===== config.mk =====
export PLATFORM = sky130hd
export DESIGN_NAME = ip_tx
export DESIGN_NICKNAME = d
export VERILOG_FILES = /design/src/rtl/ip_tx_pkg.sv /design/src/rtl/ip_checksum.sv /design/src/rtl/ip_tx.sv
export SDC_FILE = /design/constraint.sdc
export NUM_CORES = 1
export LEC_CHECK = 0
export CAP_MARGIN = 0
export CORE_ASPECT_RATIO = 0.6
export CORE_MARGIN = 2
export CORE_UTILIZATION = 45
export CTS_CLUSTER_SIZE = 28
export DETAILED_ROUTE_END_ITERATION = 6
export PLACE_DENSITY = 0.65
export SKIP_LAST_GASP = 1
export SYNTH_ARGS = -nofsm -noshare
export SYNTH_HDL_FRONTEND = slang
export SYNTH_SLANG_ARGS = --single-unit
export TNS_END_PERCENT = 20

===== constraint.sdc =====
create_clock -name i_clk -period 7 [get_ports i_clk]
set_input_delay 1.4 -clock i_clk [delete_from_list [all_inputs] [get_ports i_clk]]
set_output_delay 1.4 -clock i_clk [all_outputs]
set_load 0.05 [all_outputs]

===== src/rtl/ip_tx_pkg.sv =====
// Shared constants and FSM state encoding for the IPv4 transmit framer (ip_tx)
// and its header checksum helper.
package ip_tx_pkg;

  localparam logic [7:0]  C_IP_VER_IHL = 8'h45;
  localparam int unsigned C_IP_HDR_LEN = 20;
  localparam logic [15:0] C_IP_FLAGS   = 16'h4000;
  localparam logic [7:0]  C_PROTO_UDP  = 8'd17;
  localparam logic [7:0]  C_PROTO_ICMP = 8'd1;
  localparam int unsigned C_HDR_WORDS  = C_IP_HDR_LEN / 2;

  typedef enum logic [2:0] {
    ST_IDLE,
    ST_SUM,
    ST_FOLD,
    ST_HEAD,
    ST_DATA
  } state_e;

endpackage


===== src/rtl/ip_checksum.sv =====
// IPv4 header checksum: registered 20-bit sum of ten header words on i_start,
// then a registered end-around-carry fold and inversion; o_done pulses with the result.
module ip_checksum
  import ip_tx_pkg::*;
(
  input  logic                      i_clk,
  input  logic                      i_rst_n,
  input  logic                      i_start,
  input  logic [16*C_HDR_WORDS-1:0] i_words,
  output logic [15:0]               o_csum,
  output logic                      o_done
);

  logic [19:0] sum_d, sum_q;
  logic [16:0] fold1;
  logic [15:0] fold2;
  logic [15:0] csum_d, csum_q;
  logic        fold_q;
  logic        done_q;

  always_comb begin
    sum_d = '0;
    for (int unsigned i = 0; i < C_HDR_WORDS; i++) begin
      sum_d = sum_d + {4'h0, i_words[16*i +: 16]};
    end
    // Second fold only ever adds the single carry left over by the first.
    fold1  = {1'b0, sum_q[15:0]} + {13'h0, sum_q[19:16]};
    fold2  = fold1[15:0] + {15'h0, fold1[16]};
    csum_d = ~fold2;
  end

  always_ff @(posedge i_clk or negedge i_rst_n) begin
    if (!i_rst_n) begin
      sum_q  <= '0;
      fold_q <= 1'b0;
      csum_q <= '0;
      done_q <= 1'b0;
    end else begin
      if (i_start) sum_q <= sum_d;
      if (fold_q)  csum_q <= csum_d;
      fold_q <= i_start;
      done_q <= fold_q;
    end
  end

  assign o_csum = csum_q;
  assign o_done = done_q;

endmodule


===== src/rtl/ip_tx.sv =====
// IPv4 transmit framer: arbitrates ICMP/UDP payload streams, prepends a 20-byte header.
// Define IP_TX_ID_INC_EN to make Identification count completed packets (else 0).
module ip_tx
  import ip_tx_pkg::*;
#(
  parameter logic [31:0] P_ST_TARGET_IP = {8'd192, 8'd168, 8'd1, 8'd0},
  parameter logic [31:0] P_ST_SOURCE_IP = {8'd192, 8'd168, 8'd1, 8'd1},
  parameter logic [7:0]  P_TTL          = 8'd64
) (
  input  logic        i_clk,
  input  logic        i_rst_n,
  input  logic [31:0] i_target_ip,
  input  logic        i_target_valid,
  input  logic [31:0] i_source_ip,
  input  logic        i_source_valid,
  input  logic [7:0]  i_udp_data,
  input  logic [15:0] i_udp_len,
  input  logic        i_udp_last,
  input  logic        i_udp_valid,
  output logic        o_udp_ready,
  input  logic [7:0]  i_icmp_data,
  input  logic [15:0] i_icmp_len,
  input  logic        i_icmp_last,
  input  logic        i_icmp_valid,
  output logic        o_icmp_ready,
  output logic [7:0]  o_mac_data,
  output logic [15:0] o_mac_len,
  output logic        o_mac_last,
  output logic        o_mac_valid
);

  state_e      state_q, state_d;
  logic        sel_icmp_q, sel_icmp_d;
  logic [15:0] len_q, len_d;
  logic [15:0] tot_len_q, tot_len_d;
  logic [7:0]  proto_q, proto_d;
  logic [31:0] src_q, src_d;
  logic [31:0] dst_q, dst_d;
  logic [15:0] pkt_id_q, pkt_id_d;
  logic [15:0] id_ctr_q, id_ctr_d;
  logic [31:0] target_ip_q, target_ip_d;
  logic [31:0] source_ip_q, source_ip_d;
  logic [4:0]  hdr_cnt_q, hdr_cnt_d;
  logic [15:0] pay_cnt_q, pay_cnt_d;
  logic [15:0] hdr_csum_q, hdr_csum_d;
  logic [7:0]  mac_data_q, mac_data_d;
  logic [15:0] mac_len_q, mac_len_d;
  logic        mac_last_q, mac_last_d;
  logic        mac_valid_q, mac_valid_d;

  logic [16*C_HDR_WORDS-1:0] hdr_words;
  logic [19:0][7:0]          tx_hdr;
  logic [4:0]                tx_idx;
  logic [7:0]                tx_byte;
  logic [15:0]               csum;
  logic                      csum_done;
  logic                      pay_phase;
  logic                      pay_valid;
  logic                      pay_last;
  logic [7:0]                pay_data;
  logic                      accept;

  assign hdr_words = {C_IP_VER_IHL, 8'h00, tot_len_q, pkt_id_q, C_IP_FLAGS,
                      P_TTL, proto_q, 16'h0000, src_q, dst_q};
  assign tx_hdr    = {C_IP_VER_IHL, 8'h00, tot_len_q, pkt_id_q, C_IP_FLAGS,
                      P_TTL, proto_q, hdr_csum_q, src_q, dst_q};

  ip_checksum u_checksum (
    .i_clk   (i_clk),
    .i_rst_n (i_rst_n),
    .i_start (state_q == ST_SUM),
    .i_words (hdr_words),
    .o_csum  (csum),
    .o_done  (csum_done)
  );

  // Output is registered, so each cycle prepares the byte shown on the next one.
  assign tx_idx  = (state_q == ST_FOLD) ? 5'd0 : hdr_cnt_q + 5'd1;
  assign tx_byte = tx_hdr[5'd19 - tx_idx];

  assign pay_phase    = ((state_q == ST_HEAD) && (hdr_cnt_q == 5'd19)) || (state_q == ST_DATA);
  assign pay_valid    = sel_icmp_q ? i_icmp_valid : i_udp_valid;
  assign pay_last     = sel_icmp_q ? i_icmp_last  : i_udp_last;
  assign pay_data     = sel_icmp_q ? i_icmp_data  : i_udp_data;
  assign accept       = pay_phase && pay_valid;
  assign o_udp_ready  = pay_phase && !sel_icmp_q;
  assign o_icmp_ready = pay_phase && sel_icmp_q;

  always_comb begin
    state_d     = state_q;
    sel_icmp_d  = sel_icmp_q;
    len_d       = len_q;
    tot_len_d   = tot_len_q;
    proto_d     = proto_q;
    src_d       = src_q;
    dst_d       = dst_q;
    pkt_id_d    = pkt_id_q;
    id_ctr_d    = id_ctr_q;
    target_ip_d = target_ip_q;
    source_ip_d = source_ip_q;
    hdr_cnt_d   = hdr_cnt_q;
    pay_cnt_d   = pay_cnt_q;
    hdr_csum_d  = hdr_csum_q;
    mac_len_d   = mac_len_q;
    mac_data_d  = '0;
    mac_last_d  = 1'b0;
    mac_valid_d = 1'b0;

    if (i_target_valid) target_ip_d = i_target_ip;
    if (i_source_valid) source_ip_d = i_source_ip;
    if (csum_done)      hdr_csum_d  = csum;

    unique case (state_q)
      ST_IDLE: begin
        if (i_icmp_valid || i_udp_valid) begin
          sel_icmp_d = i_icmp_valid;
          len_d      = i_icmp_valid ? i_icmp_len : i_udp_len;
          proto_d    = i_icmp_valid ? C_PROTO_ICMP : C_PROTO_UDP;
          tot_len_d  = len_d + 16'(C_IP_HDR_LEN);
          mac_len_d  = tot_len_d;
          src_d      = source_ip_q;
          dst_d      = target_ip_q;
          pkt_id_d   = id_ctr_q;
          hdr_cnt_d  = '0;
          pay_cnt_d  = '0;
          state_d    = ST_SUM;
        end
      end
      ST_SUM: state_d = ST_FOLD;
      ST_FOLD: begin
        mac_data_d  = tx_byte;
        mac_valid_d = 1'b1;
        state_d     = ST_HEAD;
      end
      ST_HEAD: begin
        if (hdr_cnt_q != 5'd19) begin
          mac_data_d  = tx_byte;
          mac_valid_d = 1'b1;
          hdr_cnt_d   = hdr_cnt_q + 5'd1;
        end else begin
          state_d = ST_DATA;
        end
      end
      ST_DATA: ;
      default: state_d = ST_IDLE;
    endcase

    // Payload bytes can already be taken while the final header byte is out.
    if (accept) begin
      pay_cnt_d   = pay_cnt_q + 16'd1;
      mac_data_d  = pay_data;
      mac_valid_d = 1'b1;
      if (pay_last || (pay_cnt_d == len_q)) begin
        mac_last_d = 1'b1;
        state_d    = ST_IDLE;
`ifdef IP_TX_ID_INC_EN
        id_ctr_d   = id_ctr_q + 16'd1;
`endif
      end
    end
  end

  always_ff @(posedge i_clk or negedge i_rst_n) begin
    if (!i_rst_n) begin
      state_q     <= ST_IDLE;
      sel_icmp_q  <= 1'b0;
      len_q       <= '0;
      tot_len_q   <= '0;
      proto_q     <= '0;
      src_q       <= '0;
      dst_q       <= '0;
      pkt_id_q    <= '0;
      id_ctr_q    <= '0;
      target_ip_q <= P_ST_TARGET_IP;
      source_ip_q <= P_ST_SOURCE_IP;
      hdr_cnt_q   <= '0;
      pay_cnt_q   <= '0;
      hdr_csum_q  <= '0;
      mac_data_q  <= '0;
      mac_len_q   <= '0;
      mac_last_q  <= 1'b0;
      mac_valid_q <= 1'b0;
    end else begin
      state_q     <= state_d;
      sel_icmp_q  <= sel_icmp_d;
      len_q       <= len_d;
      tot_len_q   <= tot_len_d;
      proto_q     <= proto_d;
      src_q       <= src_d;
      dst_q       <= dst_d;
      pkt_id_q    <= pkt_id_d;
      id_ctr_q    <= id_ctr_d;
      target_ip_q <= target_ip_d;
      source_ip_q <= source_ip_d;
      hdr_cnt_q   <= hdr_cnt_d;
      pay_cnt_q   <= pay_cnt_d;
      hdr_csum_q  <= hdr_csum_d;
      mac_data_q  <= mac_data_d;
      mac_len_q   <= mac_len_d;
      mac_last_q  <= mac_last_d;
      mac_valid_q <= mac_valid_d;
    end
  end

  assign o_mac_data  = mac_data_q;
  assign o_mac_len   = mac_len_q;
  assign o_mac_last  = mac_last_q;
  assign o_mac_valid = mac_valid_q;

endmodule


# --- Word-level counts from Yosys, hierarchy flattened ---
# Cells that the tools add are included.
word_totals:
  ff_bits: 257
  out_inout_bits: 28
op_classes:
  mux: 27
  add_sub_neg: 13
  bitwise: 1
  magnitude_cmp: 1
  n_reduce_logical: 15
  n_eq_ne: 9
ops:
  columns: ["operator", "n"]
  rows:
  - ["16-bit 2-to-1 mux", 4]
  - ["20-bit by 16-bit adder with 20-bit output", 3]
  - ["20-bit by 15-bit adder with 20-bit output, second input constant", 2]
  - ["8-bit binary-select mux with 5-bit select", 1]
  - ["8-bit 2-to-1 mux", 4]
  - ["20-bit by 15-bit adder with 20-bit output", 1]
  - ["5-bit 2-to-1 mux", 4]
  - ["16-bit by 16-bit adder with 17-bit output", 1]
  - ["16-bit by 4-bit adder with 17-bit output", 1]
  - ["16-bit by 1-bit adder with 16-bit output", 1]
  - ["16-bit by 1-bit adder with 16-bit output, second input constant", 1]
  - ["16-bit by 5-bit adder with 16-bit output, second input constant", 1]
  - ["16-bit == test", 1]
  - ["16-bit NOT", 1]
  - ["8-bit case mux with 2 select lines", 1]
  - ["3-bit case mux with 5 select lines", 1]
  - ["3-bit 2-to-1 mux", 4]
  - ["5-bit case mux with 2 select lines", 1]
  - ["3-bit by 2-bit == test with 1-bit output, second input constant", 2]
  - ["5-bit by 6-bit less-than comparator with 1-bit output, second input constant", 1]
  - ["1-bit 2-to-1 mux", 6]
  - ["2-bit nonzero test", 3]
  - ["5-bit by 1-bit adder with 5-bit output, second input constant", 1]
  - ["5-bit == test, second input constant", 1]
  - ["13 further kinds", 19]

# --- Longest topological paths before layout ---
# Gate-level depths: netlist of the first run.
logic_depth:
  depth_word: 8
  mapped_depth: 21

# --- Cells and area by module ---
# A second synthesis of the first run with hierarchy kept.
unflattened:
  cells_unflattened: 1682
  hier_area_um2: 16666.0
modules_own_cells:
  columns: ["mod", "area_per_inst_um2", "seq_area_each_um2", "instances", "cells_per_inst"]
  rows:
  - ["ip_tx", 10502.6, 5296.3, 1, 1065]
  - ["ip_checksum", 6163.4, 950.9, 1, 617]

# --- Least setup slack after synthesis of the first run ---
# Ideal clock, no wire load.
synth_timing:
  path_type: "flip-flop to flip-flop"
  start: "register dst_q[0]"
  end: "register u_checksum.sum_q[15]"
  synth_period_minus_slack_ps: 4962
  required_ps: 6917
  path_stages_with_launch: 21
  setup_slack_ps: 2038
  setup_time_ps: 83
  t_arrival_ps: 4879
  cell_sequence: "dfrtp_1 ha_1 fa_1 a21o_1 a21oi_1 o21ai_0 and2_1 a21oi_1 a21oi_1 xor2_1 fa_1 fa_1 ha_1 ha_1 and2_1 nand4_1 or2_2 o21ai_0 a31oi_1 xor2_1 o21ai_0"
synth_between:
  elab_chain_len: 7
synth_rtl:
  columns: ["item", "line", "text"]
  rows:
  - ["start, declared", "ip_tx.sv:38", "logic [31:0] dst_q, dst_d;"]
  - ["start signal, assigned", "ip_tx.sv:190", "dst_q <= dst_d;"]
  - ["16-bit by 16-bit adder with 17-bit output", "ip_checksum.sv:24", "sum_d = sum_d + {4'h0, i_words[16*i +: 16]};"]
  - ["20-bit by 16-bit adder with 20-bit output (2 in a row)", "ip_checksum.sv:24", null]
  - ["20-bit by 15-bit adder with 20-bit output (2 in a row)", "ip_checksum.sv:24", null]
  - ["20-bit by 16-bit adder with 20-bit output", "ip_checksum.sv:24", null]
  - ["20-bit by 15-bit adder with 20-bit output", "ip_checksum.sv:24", null]
  - ["end signal, assigned", "ip_checksum.sv:39", "if (i_start) sum_q <= sum_d;"]
  - ["end, declared", "ip_checksum.sv:14", "logic [19:0] sum_d, sum_q;"]
# Every way passes these cells.
# A chain may end at the register's enable or synchronous reset.

# --- Worst setup path in the final report of the first run ---
layout_timing:
  start: "register dst_q[0]"
  end: "register u_checksum.sum_q[16]"
# Same word-level chain as after synthesis.

==> summary.txt, run 1 <==
Timing
  • Rel. slew slack: 37.6%
  • Final worst path period share: 79.6%
  • Final Hold Vio Count: 0
  • FMAX: 179 MHz
  • Setup TNS: 0 ps
  • Unrepaired setup endpoints after global routing: no
  • Final Max Slew Viols: 0
  • Tightest Pin Transition: 935 ps
  • Final setup violation count: 0
  • Final min period: 5570 ps
  • Worst Clk Skew: 26.3 ps

Detailed routing
  • Drt initial violations: 912
  • Number of detailed-route iterations in the first pass: 7
  • Via-to-Cell Ratio: 5.50
  • Total detailed-routing wirelength: 40.3 mm
  • DR WL/cell: 19.5 µm
  • DR DRC count: 0
  • Via count: 11.4k
  • Number of routed nets with antenna violations: 0

Logic synthesis
  • Fraction of registers with async set/reset: 100%
  • Sequential area share after synthesis: 42.3%
  • Cell variety after synth: 84
  • Synthesized instance count: 1509
  • Synth top area share: 40.0%
  • Synth top area cells: dfrtp_1 (40%), mux2_2 (7.0%), nand2_1 (6.5%)
  • Synth Flop Type: dfrtp_1
  • Net Count, Synth: 1725
  • Avg Cell Area, Syn: 9.75 µm²
  • Post-synth EDFFs: 0
  • Synth area leader: dfrtp_1
  • Synthesized flop and latch total: 248
  • Netlist Area Pre-Place: 14700 µm²
  • Yosys warns: 0

Worst setup path
  • Startpoint types: register
  • Setup CP Type: register to register
  • Data required, critical path: 7410 ps
  • Data arrival, critical path: 5980 ps
  • R2R setup slack: 1430 ps
  • Crit-path max FO: 3
  • CP Capture Type: register
  • Reg2reg end: u_checksum.sum_q[16]$_DFFE_PN0P_
  • Worst reg2reg startpoint: dst_q[0]$_DFFE_PN0P_
  • Cells on worst reg2reg path: 21

CTS
  • Number of post-CTS setup repair buffers: 0
  • Root Driver: clkbuf_16
  • Clock Tree Buf Depth: 3
  • Num Clock Sinks: 248
  • CTS buffer count: 25
  • Clock Latency Late Sink: 550 ps
  • Cts repair resizes: 0
  • Cts hold-fix bufs: 0
  • # H-tree levels: 1
  • Clk slew on worst S/H paths: 70 ps
  • CTS tree: built

Floorplan
  • Initial cell density of the core: 45.6%
  • Die Span Y: 144 µm
  • Core Area: 32300 µm²
  • Core Rows: 51
  • DIE AREA: 34200 µm²
  • Io pins: 148
  • Die extent in x: 237 µm

Hold path
  • Hold depth: 2
  • Hold Crit Start: source_ip_q[16]$_DFFE_PN0P_
  • Worst hold path class: register to register
  • WHS Endpoint: src_q[16]$_DFFE_PN0P_

Final layout
  • Share of cells above drive strength 1: 11.6%
  • Most common library cell in the layout ignoring fill and taps: nand2_1
  • Final #Nets: 1838
  • Most frequent cells in the layout: nand2_1 (255), dfrtp_1 (235), clkdlybuf4s50_1 (146)
  • Layout area overhead: 18.4%

Global route
  • First-pass GRT wire length: 62.0 mm
  • Initial antenna violation count: 1
  • GRT Total Usage: 23.7%
  • Largest net degree at the start of global routing: 137
  • Grt total ovfl: 0
  • Vias in the first global route: 10.6k

Place
  • Dpl hpwl: 30.9 mm
  • Port Buf Inserts: 147
  • Routability cong.: 0.918

Run
  • Max-Cap Viols: 0

Status
  • Outcome: finished clean
## how the worst max path moves through the flow
stage,slack [ps],cells past startpoint,to,from
after floorplan,2040,20,u_checksum.sum_q[15]$_DFFE_PN0P_,dst_q[0]$_DFFE_PN0P_
after global placement,1590,21,u_checksum.sum_q[15]$_DFFE_PN0P_,dst_q[0]$_DFFE_PN0P_
after detailed placement,1510,21,u_checksum.sum_q[15]$_DFFE_PN0P_,dst_q[0]$_DFFE_PN0P_
after CTS,1450,21,u_checksum.sum_q[16]$_DFFE_PN0P_,dst_q[0]$_DFFE_PN0P_
after global routing,1100,21,u_checksum.sum_q[15]$_DFFE_PN0P_,dst_q[0]$_DFFE_PN0P_
final,1430,21,u_checksum.sum_q[16]$_DFFE_PN0P_,dst_q[0]$_DFFE_PN0P_
## kinds of logic (layout without fill, tap and decap cells)
group | count (synthesis) | count (layout) | share of synthesized area [%]
AOI/OAI and AO/OA | 286 | 286 | 12.4
xor gates and xnor gates | 86 | 86 | 5.17
adders and majority gates | 96 | 96 | 10.0
buffers and inverters | 149 | 280 | 4.11
DFF | 248 | 248 | 42.3
muxes | 133 | 133 | 10.1
other | 0 | 1 | 0
and+or+nand+nor | 511 | 511 | 16.0
## metrics by stage
stage	cell area (µm²)	setup slack, ps	instances	hold WS [ps]	utilization [%]
3_3_place_gp	16500	1590	2019	454	51.2
4_1_cts	17400	1450	2064	478	54.0
2_1_floorplan	14700	2040	1509	370	-
6_report	17400	1430	2065	475	54.0
3_5_place_dp	16500	1510	2019	464	51.2
5_1_grt	17400	1100	2064	499	54.0
## cells in the mapped netlist, drive strengths merged (6+ instances only)
cell type  count
a31oi         11
a21oi         73
dfrtp        235
nand3         28
and3           9
xor2          30
o31ai         11
xnor2         56
nor3          16
mux2          92
inv           74
ha            60
nor4           8
nor3b          9
o211ai         6
mux2i         38
nand4          9
nand2        255
a21o          16
and4           7
o41ai          7
o221ai         9
a211oi        12
dfstp         13
o22ai          8
and2          10
nand2b        11
o21a           7
o21ai         91
fa            36
buf           37
clkbuf        37
o2111ai        6
nor2         112
nor2b         14
## cell type report
| cell class | count | area, µm² |
|---|---|---|
| Antenna cell | 1 | 2.50 |
| Multi-Input combinational cell | 1112 | 7910 |
| Sequential cell | 248 | 6220 |
| Clock inverter | 11 | 173 |
| Inverter | 75 | 282 |
| Clock buffer | 34 | 719 |
| Tap cell | 424 | 531 |
| Timing Repair Buffer | 160 | 1590 |
| Fill cell | 2927 | 14900 |
## worst max-delay path, cell delays in order (launching register included)
cell and delay [ps]:
dfrtp_1 400, ha_1 250, fa_1 410, a21o_1 190
a21oi_1 260, o21ai_0 150, and2_1 220, a21oi_1 170
nor2b_1 70, o31ai_1 260, ha_1 290, inv_1 70
fa_1 440, fa_1 490, ha_1 340, inv_1 110
o21bai_1 110, a22o_1 230, a2111oi_2 430, o21bai_1 190
mux2i_1 220, o311ai_1 120
## flip-flops by register name, summed over array words and instances, names as in the netlist
name	count
o_mac_len	14
state_q	3
dst_q	32
src_q	32
pay_cnt_q	16
sel_icmp_q	1
proto_q	2
hdr_csum_q	16
u_checksum.fold_q	1
u_checksum.sum_q	19
o_mac_valid	1
hdr_cnt_q	5
target_ip_q	32
o_mac_data	8
len_q	16
o_mac_last	1
u_checksum.o_csum	16
source_ip_q	32
u_checksum.o_done	1
## layer usage
layer / routed length, µm / GRT usage, %
met5: 0 / 0
met1: 20400 / 37.4
met4: 465 / 3.01
met2: 16100 / 32.6
met3: 3310 / 6.41
Power of run 1 is not shown: default switching activity piles up to over one toggle a cycle in this logic, so the estimate is an artifact.
==> run 2, diff against run 1 <==
Settings changed: PLACE_DENSITY 0.65 to 0.68.
Clock period 7 ns to 5 ns, I/O delays scaled along.
==> run 2 against run 1 <==
- first-iteration DRC count grew 25%
- die area is the same
- non-clock buffer count grew 23
- worst hold slack lost 3.6 ps
- via count grew 2.5%
- utilization grew 0.60 points
- critical endpoint is now u_checksum.sum_q[11]$_DFFE_PN0P_
==> summary.txt, run 2 (same netlist as run 1, synthesis figures left out) <==
Status
  • Outcome: finished clean

Global route
  • Vias in the first global route: 11.0k (+3.9%)
  • GRT Total Usage: 23.5% (-0.12 points)
  • Initial antenna violation count: 0 (-1)
  • Largest net degree at the start of global routing: 104 (-24%)
  • Grt total ovfl: 0 (unchanged)
  • First-pass GRT wire length: 62.6 mm (+0.87%)

Timing
  • Rel. slew slack: 25.4% (-12 points)
  • Tightest Pin Transition: 1110 ps (+180 ps)
  • Final setup violation count: 0 (unchanged)
  • Final Max Slew Viols: 0 (unchanged)
  • Unrepaired setup endpoints after global routing: yes
  • Worst Clk Skew: 21.1 ps (-5.13 ps)
  • Worst hold slack: 471 ps (-3.56 ps)
  • Final min period: 4980 ps (-595 ps)
  • Final worst path period share: 99.5% (+20 points)
  • Final Hold Vio Count: 0 (unchanged)
  • FMAX: 201 MHz (+12%)

Worst setup path
  • Worst stage delay on the critical path: 510 ps (+20 ps)
  • CP Cell Sequence: ha_2 > fa_2 > a21o_1 > a21oi_2 > buf_4 > xnor2_1 > fa_1 > fa_1 > inv_1 > fa_1 > inv_1 > ha_1 > a21o_1 > a21oi_1 > o31ai_1 > a21oi_1 > xor2_1 > o21ai_0
  • Crit path max-delay family: adder cells
  • Data arrival, critical path: 5390 ps (-590 ps)
  • Worst Path Buf+Inv: 3 (+1)
  • Startpoint types: register
  • Most Frequent Cell on Critical Path: fa_1
  • Setup CP Type: register to register
  • CP Capture Type: register
  • CP max stage cell: fa_1
  • R2R setup slack: 20 ps (-1400 ps)
  • Data required, critical path: 5410 ps (-2000 ps)
  • Crit-path max FO: 4 (+1)

CTS
  • Clock Latency Late Sink: 550 ps (about the same)
  • Clk slew on worst S/H paths: 70 ps (about the same)
  • Clock Tree Buf Depth: 3 (unchanged)
  • CTS buffer count: 25 (unchanged)
  • Root Driver: clkbuf_16
  • CTS tree: built
  • Cts hold-fix bufs: 0 (unchanged)
  • Num Clock Sinks: 248 (unchanged)
  • # H-tree levels: 1 (unchanged)

Run
  • Max-Cap Viols: 0 (unchanged)

Place
  • Port Buf Inserts: 147 (unchanged)
  • Dpl hpwl: 31.0 mm (+0.22%)
  • Routability cong.: 0.977 (+6.5%)

Floorplan
  • Io pins: 148 (unchanged)
  • Die extent in x: 237 µm (unchanged)
  • Die Span Y: 144 µm (unchanged)
  • Initial cell density of the core: 45.6% (unchanged)
  • Core Rows: 51 (unchanged)
  • Core Area: 32300 µm² (unchanged)
  • DIE AREA: 34200 µm² (unchanged)

Detailed routing
  • DR WL/cell: 19.4 µm (-0.58%)
  • Via count: 11.6k (+2.5%)
  • Via-to-Cell Ratio: 5.58 (+1.4%)
  • Drt initial violations: 1141 (+25%)
  • DR DRC count: 0 (unchanged)
  • Number of routed nets with antenna violations: 0 (unchanged)
  • Total detailed-routing wirelength: 40.5 mm (+0.53%)
  • Number of detailed-route iterations in the first pass: 5 (-2)

Hold path
  • Worst hold path class: register to register

Final layout
  • Final #Nets: 1861 (+1.3%)
  • Most frequent cells in the layout: nand2_1 (255), dfrtp_1 (235), clkdlybuf4s50_1 (146)
  • Layout area overhead: 19.7%
  • Ant diodes: 0 (-1)
  • Share of cells above drive strength 1: 13.6% (+2.0 points)
  • Most common library cell in the layout ignoring fill and taps: nand2_1
[run 2: changes by cell type in the layout (fill, tap and decap cells not counted), moves of 3 or more]
cell	delta
ha_1	-4
a21oi_2	+4
a21oi_1	-4
buf_4	+22
clkinvlp_4	-3
clkbuf_1	+4
o21ai_0	-3
bufinv_16	-3
clkinv_2	+4
[run 2: metrics by stage]
step,setup WS (ps),utilization [%],instances,instance area (µm²),TNS [ps]
finish,23.9,54.6,2088,17600,0
global route,-157,54.6,2088,17600,-584
CTS,13.9,54.3,2088,17500,0
detailed placement,-96.3,51.7,2041,16700,-235
global placement,19.5,51.7,2041,16700,0
floorplan,37.9,-,1509,14700,0
[run 2: worst register-to-register path: cells and delay by family, from the launching register on]
kind / cells / cell delay (ps)
compound gates: 7 / 1500
flops: 1 / 380
fa+ha+maj: 6 / 2370
xor+xnor: 2 / 360
buf+inv: 3 / 230
[run 2: worst paths after layout]
path | startpoint | endpoint | cells past startpoint
setup reg to reg | dst_q[16]$_DFFE_PN0P_ | u_checksum.sum_q[11]$_DFFE_PN0P_ | 18
min in group asynchronous | i_rst_n | u_checksum.o_csum[1]$_DFFE_PN0P_ | 1
hold / removal | target_ip_q[28]$_DFFE_PN0P_ | dst_q[28]$_DFFE_PN0P_ | 2
hold reg to reg | target_ip_q[28]$_DFFE_PN0P_ | dst_q[28]$_DFFE_PN0P_ | 2
max in group asynchronous | i_rst_n | target_ip_q[28]$_DFFE_PN0P_ | 2
setup / recovery | dst_q[16]$_DFFE_PN0P_ | u_checksum.sum_q[11]$_DFFE_PN0P_ | 18
[run 2: metal layers]
layer  GRT usage, %  vias up  wire, µm
li1               -     5499         -
met1           36.2     5720     19600
met5           1.88        -        22
met3           6.53       43      3670
met2           33.2      383     16700
met4           3.41        2       500
[run 2: area by class of cell]
type | count | area [µm²]
clock inverter | 8 | 68.8
multi-input combinational | 1112 | 8010
clock buffer | 38 | 734
fill | 2899 | 14700
inverter | 75 | 282
timing repair buffer | 183 | 1770
sequential | 248 | 6220
tap | 424 | 531
[run 2: repair_timing]
item,in CTS,in global routing
pin swaps,6,17
setup endpoints to repair,6,10
setup buffers,1,0
gates resized for setup,3,19
cloned,0,0
Power of run 2 is left out for the same reason.
==> run 3, diff against run 2 <==
Settings changed: PLACE_DENSITY 0.68 to 0.67, SYNTH_HIERARCHICAL from default to 1.
==> run 3 against run 2 <==
- via count up 14%
- clock skew down 3.1 ps
- first-iteration DRC count up 4.6%
- largest cell class unchanged
- register-to-register slack better by 50 ps
- critical endpoint is now u_checksum/sum_q[14]$_DFFE_PN0P_
- setup slack better by 51 ps
- synthesized cell count up 11%
- fmax up 1.0%
- critical path depth unchanged
==> summary.txt, run 3 <==
Logic synthesis
  • Synth top area cells: dfrtp_1 (35%), fa_1 (15%), mux2_2 (7.0%)
  • Synth top area share: 35.4% (-4.5 points)
  • Sequential area share after synthesis: 37.5% (-4.8 points)
  • Post-synth EDFFs: 0 (unchanged)
  • Synth Flop Type: dfrtp_1
  • Netlist Area Pre-Place: 16700 µm² (+13%)
  • Synth cell count leaders: nand2_1 (295), dfrtp_1 (236), inv_1 (178)
  • Yosys warns: 6 (+6)
  • Fraction of registers with async set/reset: 100% (unchanged)
  • Synthesized instance count: 1682 (+11%)
  • Synth area leader: dfrtp_1
  • Synthesized flop and latch total: 249 (+0.40%)
  • Avg Cell Area, Syn: 9.91 µm² (+1.6%)
  • Most common cell in the netlist: nand2_1
  • Cell variety after synth: 85 (+1.2%)

Place
  • Dpl hpwl: 37.8 mm (+22%)
  • Port Buf Inserts: 147 (unchanged)
  • Routability cong.: 1.07 (+9.9%)
  • Dpl ws: -44.0 ps (+52.3 ps)

Detailed routing
  • Number of detailed-route iterations in the first pass: 6 (+1)
  • Via-to-Cell Ratio: 5.42 (-2.8%)
  • Via count: 13.2k (+14%)
  • DR WL/cell: 19.8 µm (+2.1%)
  • Total detailed-routing wirelength: 48.3 mm (+19%)
  • Number of routed nets with antenna violations: 0 (unchanged)
  • Drt initial violations: 1193 (+4.6%)
  • DR DRC count: 0 (unchanged)

CTS
  • CTS tree: built
  • Root Driver: clkbuf_16
  • # H-tree levels: 1 (unchanged)
  • Clock Tree Buf Depth: 3 (unchanged)
  • CTS buffer count: 25 (unchanged)
  • Clock Latency Late Sink: 560 ps (about the same)
  • Cts hold-fix bufs: 0 (unchanged)
  • Num Clock Sinks: 249 (+0.40%)
  • Clk slew on worst S/H paths: 70 ps (about the same)

Timing
  • Unrepaired setup endpoints after global routing: yes
  • Final setup violation count: 0 (unchanged)
  • Final worst path period share: 98.5% (-1.0 points)
  • Rel. slew slack: 21.4% (-4.0 points)
  • Final Hold Vio Count: 0 (unchanged)
  • Worst hold slack: 420 ps (-51.1 ps)
  • Worst Clk Skew: 18.1 ps (-3.06 ps)
  • Tightest Pin Transition: 1170 ps (+59.5 ps)
  • FMAX: 203 MHz (+1.0%)
  • Setup WS post-layout: 75.0 ps (+51.1 ps)
  • Final min period: 4920 ps (-51.1 ps)
  • Final Max Slew Viols: 0 (unchanged)

Worst setup path
  • Setup crit start: dst_q[19]$_DFFE_PN0P_
  • Worst stage delay on the critical path: 610 ps (+100 ps)
  • Data required, critical path: 5430 ps (+20 ps)
  • WP depth: 18 (unchanged)
  • CP max stage cell: fa_1
  • R2R setup slack: 80 ps (+50 ps)
  • Cells on worst reg2reg path: 18 (unchanged)
  • Startpoint types: register
  • Data arrival, critical path: 5350 ps (-40 ps)
  • Critical Path End: u_checksum/sum_q[14]$_DFFE_PN0P_
  • Worst Path Buf+Inv: 7 (+4)
  • CP Cell Sequence: inv_1 > fa_1 > inv_1 > fa_2 > fa_1 > fa_1 > inv_1 > fa_1 > inv_1 > ha_1 > a21o_1 > a211oi_4 > buf_4 > buf_4 > o41ai_2 > buf_4 > xor2_1 > mux2_2
  • Setup CP Type: register to register
  • Crit path max-delay family: adder cells
  • CP Capture Type: register
  • Crit-path max FO: 3 (-1)
  • Worst reg2reg startpoint: dst_q[19]$_DFFE_PN0P_
  • Reg2reg end: u_checksum/sum_q[14]$_DFFE_PN0P_

Floorplan
  • Die Span Y: 153 µm (+6.2%)
  • Io pins: 148 (unchanged)
  • Core Area: 36400 µm² (+13%)
  • DIE AREA: 38600 µm² (+13%)
  • Initial cell density of the core: 45.8% (+0.18 points)
  • Core Rows: 54 (+5.9%)
  • Die extent in x: 252 µm (+6.3%)

Global route
  • Vias in the first global route: 12.8k (+16%)
  • Largest net degree at the start of global routing: 119 (+14%)
  • GRT Total Usage: 25.0% (+1.5 points)
  • Initial antenna violation count: 0 (unchanged)
  • Grt total ovfl: 0 (unchanged)
  • First-pass GRT wire length: 74.5 mm (+19%)

Final layout
  • Most frequent cells in the layout: nand2_1 (294), dfrtp_1 (232), inv_1 (166)
  • Layout area overhead: 23.1%
  • # fillers: 3141 (+8.3%)
  • Ant diodes: 0 (unchanged)
  • Final #Nets: 2231 (+20%)
  • Share of cells above drive strength 1: 16.3% (+2.7 points)
  • Most common library cell in the layout ignoring fill and taps: nand2_1

Run
  • Max-Cap Viols: 0 (unchanged)

Status
  • Outcome: finished clean

Hold path
  • Worst hold path class: input pin to async pin
## run 3: final cells by class
| type | count | area (µm²) | share of cell area, % |
|---|---|---|---|
| Tap cell | 476 | 596 | 2.90 |
| Timing Repair Buffer | 240 | 2210 | 10.8 |
| Clock inverter | 10 | 164 | 0.799 |
| Inverter | 179 | 672 | 3.27 |
| Multi-Input combinational cell | 1252 | 9880 | 48.1 |
| Sequential cell | 249 | 6250 | 30.5 |
| Clock buffer | 36 | 747 | 3.64 |
## run 3: what timing repair did
action	CTS	global route
setup buffers	4	9
gates resized for setup	3	43
endpoints found under the hold margin	0	0
setup endpoints to repair	3	10
pin swaps	8	36
## run 3: worst min-delay path by stage
stage,from,slack (ps),cells past startpoint,endpoint
finish,i_rst_n,420,1,pay_cnt_q[9]$_DFFE_PN0P_
global placement,source_ip_q[28]$_DFFE_PN0P_,450,2,src_q[28]$_DFFE_PN0P_
global route,i_rst_n,460,1,pay_cnt_q[9]$_DFFE_PN0P_
floorplan,u_checksum/fold_q$_DFF_PN0_,350,0,u_checksum/o_done$_DFF_PN0_
detailed placement,source_ip_q[26]$_DFFE_PN0P_,450,2,src_q[26]$_DFFE_PN0P_
CTS,i_rst_n,450,1,pay_cnt_q[9]$_DFFE_PN0P_
## run 3: logic make-up (layout without fill, tap and decap cells)
logic type / after synthesis / in the layout / share of synthesized area (%)
XOR/XNOR: 71 / 71 / 3.73
other: 2 / 78 / 0.0451
flip-flops: 249 / 249 / 37.5
AND/OR/NAND/NOR: 534 / 534 / 14.9
buffers and inverters: 257 / 465 / 6.15
multiplexers: 143 / 143 / 9.51
adder cells (fa/ha/maj): 164 / 164 / 18.0
AO/OA/AOI/OAI: 262 / 262 / 10.2
## run 3: through the flow
step                util, %  cells  TNS, ps  area, µm²
global placement       53.1   2383        0      19300
global route           56.4   2442     -177      20500
detailed placement     53.1   2383    -76.1      19300
finish                 56.4   2442        0      20500
floorplan                 -   1758        0      17000
CTS                    55.8   2433    -4.06      20300
## run 3: layer usage
metal | global-route usage (%) | routed length [µm] | vias to the layer above
met4 | 3.83 | 766 | 0
met1 | 38.4 | 22900 | 6610
li1 | - | - | 6059
met5 | 0 | 0 | -
met2 | 35.7 | 20300 | 514
met3 | 7.02 | 4330 | 62
Power of run 3 is left out for the same reason.
